File: src/rtl/rr_pop_arbiter.sv
// rr_pop_arbiter: round-robin pop arbiter in front of four first-word-fall-through FIFOs.
// A queue that wins the grant may be popped up to QUANTUM times in a row. The grant then
// moves to the next non-empty queue in the same cycle, so the hand-over costs no bubble.
//
// Ports
//   clk          single clock, rising edge
//   reset        asynchronous, active-low reset
//   empty[3:0]   per-queue empty flags
//   fifo_data    queue heads; queue i at [i*DATA_W +: DATA_W]
//   almost_full  downstream backpressure; no pop is issued while it is high
//   pop[3:0]     one-hot pop strobe, combinational
//   data_out     registered popped entry
//   pop_id       registered index of the queue that produced data_out
//   valid        registered one-cycle strobe, one per popped entry
//   pop_count    (only with RR_POP_STATS_EN) four saturating 16-bit pop counters,
//                counter i at [i*16 +: 16]
//
// Optional feature macro: RR_POP_STATS_EN
//
// state  | meaning
// IDLE   | no grant held; search starts at ptr
// BURST  | grant held on gnt, cnt pops issued so far in this burst
module rr_pop_arbiter #(
   parameter int DATA_W  = 10,
   parameter int QUANTUM = 2
) (
   input  logic                clk,
   input  logic                reset,
   input  logic [3:0]          empty,
   input  logic [4*DATA_W-1:0] fifo_data,
   input  logic                almost_full,
   output logic [3:0]          pop,
   output logic [DATA_W-1:0]   data_out,
   output logic [1:0]          pop_id,
   output logic                valid
`ifdef RR_POP_STATS_EN
   ,
   output logic [63:0]         pop_count
`endif
);

   typedef enum logic {ST_IDLE, ST_BURST} state_t;

   localparam logic [3:0] QUANT = 4'(QUANTUM);

   state_t              state_q, state_d;
   logic [1:0]          ptr_q, ptr_d;
   logic [1:0]          gnt_q, gnt_d;
   logic [3:0]          cnt_q, cnt_d;
   logic [DATA_W-1:0]   data_out_q;
   logic [1:0]          pop_id_q;
   logic                valid_q;

   logic                burst_done;
   logic [1:0]          base;
   logic [1:0]          idx;
   logic [1:0]          sel;
   logic                found;
   logic                pop_en;
   logic [1:0]          pop_idx;
   logic [DATA_W-1:0]   head [4];

   // A finished (or drained) burst searches from the queue after the grant holder.
   // The same base feeds the pointer update, so a drain coinciding with quantum
   // expiry advances the pointer only once.
   assign burst_done = (state_q == ST_BURST) && ((cnt_q >= QUANT) || empty[gnt_q]);
   assign base       = burst_done ? gnt_q + 2'd1 : ptr_q;

   always_comb begin
      found = 1'b0;
      sel   = base;
      idx   = base;
      for (int k = 0; k < 4; k++) begin
         idx = base + 2'(k);
         if (!found && !empty[idx]) begin
            found = 1'b1;
            sel   = idx;
         end
      end
   end

   always_comb begin
      state_d = state_q;
      ptr_d   = ptr_q;
      gnt_d   = gnt_q;
      cnt_d   = cnt_q;
      pop_en  = 1'b0;
      pop_idx = gnt_q;
      // Backpressure freezes everything, so a stall does not eat into the quantum.
      if (!almost_full) begin
         if ((state_q == ST_BURST) && !burst_done) begin
            pop_en  = 1'b1;
            pop_idx = gnt_q;
            cnt_d   = cnt_q + 4'd1;
         end else begin
            ptr_d = base;
            if (found) begin
               pop_en  = 1'b1;
               pop_idx = sel;
               gnt_d   = sel;
               cnt_d   = 4'd1;
               state_d = ST_BURST;
            end else begin
               state_d = ST_IDLE;
            end
         end
      end
   end

   // Gated by reset so no strobe reaches the FIFOs while reset is asserted.
   assign pop = (pop_en && reset) ? (4'b0001 << pop_idx) : 4'b0000;

   always_comb begin
      for (int i = 0; i < 4; i++) begin
         head[i] = fifo_data[i*DATA_W +: DATA_W];
      end
   end

   always_ff @(posedge clk or negedge reset) begin
      if (!reset) begin
         state_q    <= ST_IDLE;
         ptr_q      <= 2'd0;
         gnt_q      <= 2'd0;
         cnt_q      <= 4'd0;
         data_out_q <= '0;
         pop_id_q   <= 2'd0;
         valid_q    <= 1'b0;
      end else begin
         state_q <= state_d;
         ptr_q   <= ptr_d;
         gnt_q   <= gnt_d;
         cnt_q   <= cnt_d;
         valid_q <= pop_en;
         if (pop_en) begin
            data_out_q <= head[pop_idx];
            pop_id_q   <= pop_idx;
         end
      end
   end

   assign data_out = data_out_q;
   assign pop_id   = pop_id_q;
   assign valid    = valid_q;

`ifdef RR_POP_STATS_EN
   logic [15:0] stat_q [4];

   always_ff @(posedge clk or negedge reset) begin
      if (!reset) begin
         for (int i = 0; i < 4; i++) stat_q[i] <= 16'd0;
      end else begin
         for (int i = 0; i < 4; i++) begin
            if (pop[i] && (stat_q[i] != 16'hFFFF)) stat_q[i] <= stat_q[i] + 16'd1;
         end
      end
   end

   assign pop_count = {stat_q[3], stat_q[2], stat_q[1], stat_q[0]};
`endif

endmodule

File: config.mk
export PLATFORM = sky130hd
export DESIGN_NAME = rr_pop_arbiter
export DESIGN_NICKNAME = d
export VERILOG_FILES = /design/src/rtl/rr_pop_arbiter.sv
export SDC_FILE = /design/constraint.sdc
export NUM_CORES = 1
export LEC_CHECK = 0
export CORE_MARGIN = 3
export CORE_UTILIZATION = 39
export CTS_CLUSTER_DIAMETER = 60
export DETAILED_ROUTE_END_ITERATION = 6
export HOLD_SLACK_MARGIN = 0.05
export MAX_ROUTING_LAYER = met4
export PLACE_DENSITY_LB_ADDON = 0.08
export RECOVER_POWER = 100
export SLEW_MARGIN = 10
export SYNTH_ARGS = -nofsm -noshare
export SYNTH_HDL_FRONTEND = slang
export SYNTH_SLANG_ARGS = --single-unit
File: constraint.sdc
create_clock -name clk -period 3.3 [get_ports clk]
set_input_delay 0.33 -clock clk [delete_from_list [all_inputs] [get_ports clk]]
set_output_delay 0.33 -clock clk [all_outputs]
set_load 0.005 [all_outputs]
# == After elaboration in Yosys (flattened, before gate mapping) ==
# Cells that the tools add are included.
# word_totals
in_bits,47
regBits,22
out_inout_bits,17
word_cells,69
# op_classes
n_shift,1
n_addsub,5
bitwise_logic,3
n_mux,30
reduce_logical,16
n_lt_le_gt_ge,7
# ops
cell,count
$bmux 10 s2,1
$mux 10,2
$lt 2x3->1 const B,5
$mux 2,7
$mux 1,12
$mux 4,3
$bmux 1 s2,5
$logic_and 1x1->1,6
$logic_not 1->1,6
$add 2x1->2 const B,2
$add 2x2->2 const B,2
$add 4x1->4 const B,1
$ge 4x2->1 const B,1
$reduce_and 2->1,2
$shl 1x2->4 const A,1
$ge 3x3->1 const B,1
$not 2->3,1
$not 1->1,2
$reduce_bool 2->1,1
$logic_or 1x1->1,1

# == Depth between registers and ports, before layout ==
# logic_depth
depth_word,24
depth_mapped,12
depth_no_buf,10

# == Least setup slack after synthesis ==
# No wires, ideal clock.
# synth_path
kind,reg-to-reg
startpoint,register cnt_q[0]
endpoint,"register data_out_q[0], in the netlist data_out[0]"
stages_incl_launch_ff,13
arrival_ns,3.109
setup_slack_ns,0.068
required_time_ns,3.177
synth_period_minus_slack_ns,3.232
cell_sequence,dfrtp_1 > inv_1 > ha_1 > or4_4 > buf_6 > o211a_1 > or4b_4 > a21oi_2 > o221a_4 > o22ai_4 > buf_6 > a2111o_1 > o221a_2
# synth_between
elab_chain_cells,23
# synth_rtl
item,line_no,source
"start, declared",49,"logic [3:0] cnt_q, cnt_d;"
"start signal, assigned",132,cnt_q <= cnt_d;
$ge 4x2->1 *,66,assign burst_done = (state_q == ST_BURST) && ((cnt_q >= QUANT) || empty[gnt_q]);
$logic_or 1x1->1 *,66,
$logic_and 1x1->1 *,66,
$mux 2,67,assign base = burst_done ? gnt_q + 2'd1 : ptr_q;
$add 2x1->2,74,idx = base + 2'(k);
$bmux 1 s2,75,if (!found && !empty[idx]) begin
$mux 1 (not written as such),75,
$logic_not 1->1,75,
[6 not listed],n/a,
$logic_and 1x1->1,75,
$mux 2 / $mux 1 (equally long branches),75,
$mux 2,n/a,
$mux 2,91,if ((state_q == ST_BURST) && !burst_done) begin
$mux 2,n/a,
$not 2->3 (not written as such),135,data_out_q <= head[pop_idx];
$bmux 10 s2,135,
$mux 10 (not written as such) (2 in a row),135,
"end signal, assigned",135,
"end, declared",50,logic [DATA_W-1:0] data_out_q;
# Every way passes the cells marked *; elsewhere a longest branch is shown, timed or not. The select of a mux whose other input is x is not followed.
# A chain may end at the register's enable or synchronous reset.

# == Final worst setup path ==
# layout_path
startpoint,register cnt_q[1]
endpoint,output pop[2]
# layout_between
elab_chain_cells,21
# layout_rtl
item,line_no,source
$ge 4x2->1 *,66,
$logic_or 1x1->1 *,66,
$logic_and 1x1->1 *,66,
$mux 2,67,
$add 2x1->2,74,
$bmux 1 s2,75,
$mux 1 (not written as such),75,
$logic_not 1->1,75,
[5 not listed],n/a,
$logic_not 1->1,75,
$logic_and 1x1->1,75,
$mux 2 / $mux 1 (equally long branches),75,
$mux 2 / $mux 1 (equally long branches),n/a,
$mux 2 / $mux 1 (equally long branches),91,
$mux 2 / $mux 1 (equally long branches),n/a,
$shl 1x2->4 / $logic_and 1x1->1 (equally long branches),111,assign pop = (pop_en && reset) ? (4'b0001 << pop_idx) : 4'b0000;
$mux 4 *,111,
"end, declared",32,"output logic [3:0] pop,"
# Marked as above.

==> flow_summary_export.csv <==
group,metric,value,unit
finish,final_cells,309,
logic_synthesis,syn_inst,169,
placed_design,dp_cells,296,
grt,grt_max_degree,19,
detailed_routing,vias,1743,
grt,grt_pass1_vias,1790,
detailed_routing,drtAntennaViolNets,0,
clock_tree,cts_root_buffer,"clkbuf_8",
sta,max_freq,0.305,GHz
sta,rsz0062_at_grt,"true",
hold_path,hold_path_class,"input pin to async pin",
clock_tree,clk_pin_slew_worst_paths,0.08,ns
detailed_routing,routedWlPerCell,17.4,um
clock_tree,clock_sinks,22,
detailed_routing,drc_errors,0,
placed_design,placed_area,2410,sq um
placed_design,dp_hpwl,3920,um
floorplanning,ioPinCount,64,
detailed_routing,drt-total-wl,5390,um
pwr,ir_worst_vdd,403,uV
logic_synthesis,synth_top_area_cell,"dfrtp_1",
sta,worst_slew_pin_slew,1.03,ns
sta,timing.final.crit_share,99.5,%
logic_synthesis,synth_fp_nets,218,
floorplanning,rows,22,
detailed_routing,drtPass1Iterations,4,
finish,layout_commonest_cell,"clkdlybuf4s50_1",
floorplanning,dieWidth,70.6,um
flow_run,drv_cap,0,
detailed_routing,vias_per_cell,5.64,
sta,setup_tns,0,ns
pwr,powerDensity,874,nW/um^2
outcome,status,"complete, no violations",
finish,antennaDiodeCount,0,
clock_tree,cts_tree,"yes",
logic_synthesis,synth_cell_types,52,
detailed_routing,drt_iter0_markers,87,
sta,clock_skew,0.00188,ns
logic_synthesis,ys.flop_type,"dfrtp_1",
logic_synthesis,yosysTopAreaCellShare,33.8,%
grt,grt_usage,21.8,%
logic_synthesis,async_flop_share,100,%
floorplanning,start_util,42.3,%
sta,final_hold_viol_count,0,
finish,nets,311,
logic_synthesis,syn_area,1630,sq um
pwr,p_leak,0.00116,uW
finish,layout-drive-gt1-share,29.5,%
clock_tree,numCtsBuffers,3,
sta,max_slew_margin,31.6,%
logic_synthesis,avgSynthCellArea,9.64,sq um
finish,fillers,298,
grt,antenna_found_initial,0,
setup_path,arrival,2.95,ns
logic_synthesis,synth_edf_count,0,
logic_synthesis,ys_top_cells_by_area,"dfrtp_1 34%, nand2_1 5.3%, mux2_1 4.8%",
floorplanning,die_h,70.6,um
sta,setup_viol,0,
placed_design,gp_congestion,1.02,
logic_synthesis,ys_ff_latch,22,
clock_tree,clk_latency,0.26,ns
grt,grt_pass1_wl,8660,um
clock_tree,cts_hold_buf,0,
grt,grt.overflow.total,0,
sta,drv_slew,0,
sta,fin_crit,3.28,ns
logic_synthesis,synth-warning-count,0,
placed_design,io_buffer_count,63,
floorplanning,coreArea,3850,sq um
clock_tree,ctsLongestPathBuffers,2,
setup_path,cp-end-kind,"output port",
clock_tree,htreeDepth,1,
finish,final_area,2640,sq um
finish,final_cell_mix,"45 x clkdlybuf4s50_1, 26 x buf_4, 22 x dfrtp_1",
setup_path,worstPathRequired,2.97,ns
setup_path,crit_fanout,5,
logic_synthesis,yosysSeqAreaShare,33.8,%
setup_path,cp-start-kind,"flip-flop",
floorplanning,dieArea,4990,sq um
setup_path,crit_type,"flip-flop to output port",
finish,synthToLayoutAreaGrowth,62.1,%
path summary, 6_finish.rpt:
check	startpoint	end	slack [ns]	depth (start not counted)
max in group asynchronous	reset	gnt_q[0]	1.63	2
worst max-delay path	cnt_q[1]	pop[2]	0.02	9
worst min register to register	pop_id[0]	pop_id[0]	0.49	2
worst max register to register	cnt_q[1]	data_out[8]	0.03	10
min in group clk	pop_id[0]	pop_id[0]	0.49	2
worst min-delay path	reset	data_out[4]	0.42	1
final cells by class:
cell class	instances	area [sq um]	share of cell area [%]
inverter	10	37.5	1.42
multi-input combinational	129	1040	39.6
clock buffer	4	55.1	2.09
sequential	22	551	20.9
timing repair buffer	96	892	33.8
tap	48	60.1	2.27
routing by layer:
layer	wire [um]	part of all wire (%)	vias up	GRT usage (%)
li1	-	-	827	-
met1	2310	43	832	29.0
met2	2700	50	72	35.9
met3	274	5.1	12	2.27
met4	104	1.9	0	5.01
met5	0	0	-	-
worst max-delay path: stages, from the launching register on:
cell and delay, ns:
dfrtp_1 0.41, ha_2 0.17, or4_4 0.53, o211a_1 0.26, or4b_4 0.53, a21oi_4 0.15
o221a_4 0.20, o22ai_4 0.11, nor3_2 0.19, clkbuf_2 0.14
power by group:
part / internal (uW) / switching, uW / leakage [uW]
combinational: 882 / 745 / 0.000864
sequential: 390 / 90.0 / 0.000265
clock: 107 / 93.0 / 0.0000288
synth_stat cells, types with 2 or more instances:
cell type and number:
nand2_1 23, a221o_1 7, o221ai_1 2, a2111o_1 3
nand3_1 9, nor3_1 2, mux2_2 2, o21ai_0 15
and2_1 2, buf_6 3, nand2b_1 3, mux2_4 3
clkbuf_8 3, o221a_2 3, dfrtp_1 22, o211ai_1 2
ha_1 2, mux2_1 7, a21oi_1 4, inv_1 9
a211oi_1 5, nor2_1 8
cells by family after synthesis:
kind of cell    count (synthesis)  synth area share (%)
simple gates                   55                  16.7
mux                            14                  11.0
buf+inv                        18                  7.60
compound gates                 58                  29.3
flops                          22                  33.8
fa+ha+maj                       2                  1.54
flip-flops by register name (all words and copies together) (netlist names):
name,count
pop_id,2
valid,1
gnt_q,2
state_q,1
cnt_q,4
ptr_q,2
data_out,10
timing repair:
item | 4_1_cts | 5_1_grt
cloned | 0 | 1
pin swaps | 7 | 14
setup endpoints to repair | 14 | 14
gates resized for setup | 18 | 24
setup buffers | 6 | 2
stage by stage:
stage / setup WS, ns / hold slack (ns) / power (uW) / util, %
6_report: 0.0178 / 0.416 / 2310 / 68.5
5_1_grt: -0.0798 / 0.424 / 2470 / 68.5
4_1_cts: -0.0675 / 0.332 / 2140 / 65.8
3_5_place_dp: -0.146 / 0.471 / 1830 / 62.6
3_3_place_gp: -0.112 / 0.462 / 1790 / 62.6
2_1_floorplan: 0.0682 / 0.0344 / 1310 / -
No activity file was read; power rests on OpenSTA's default activity.
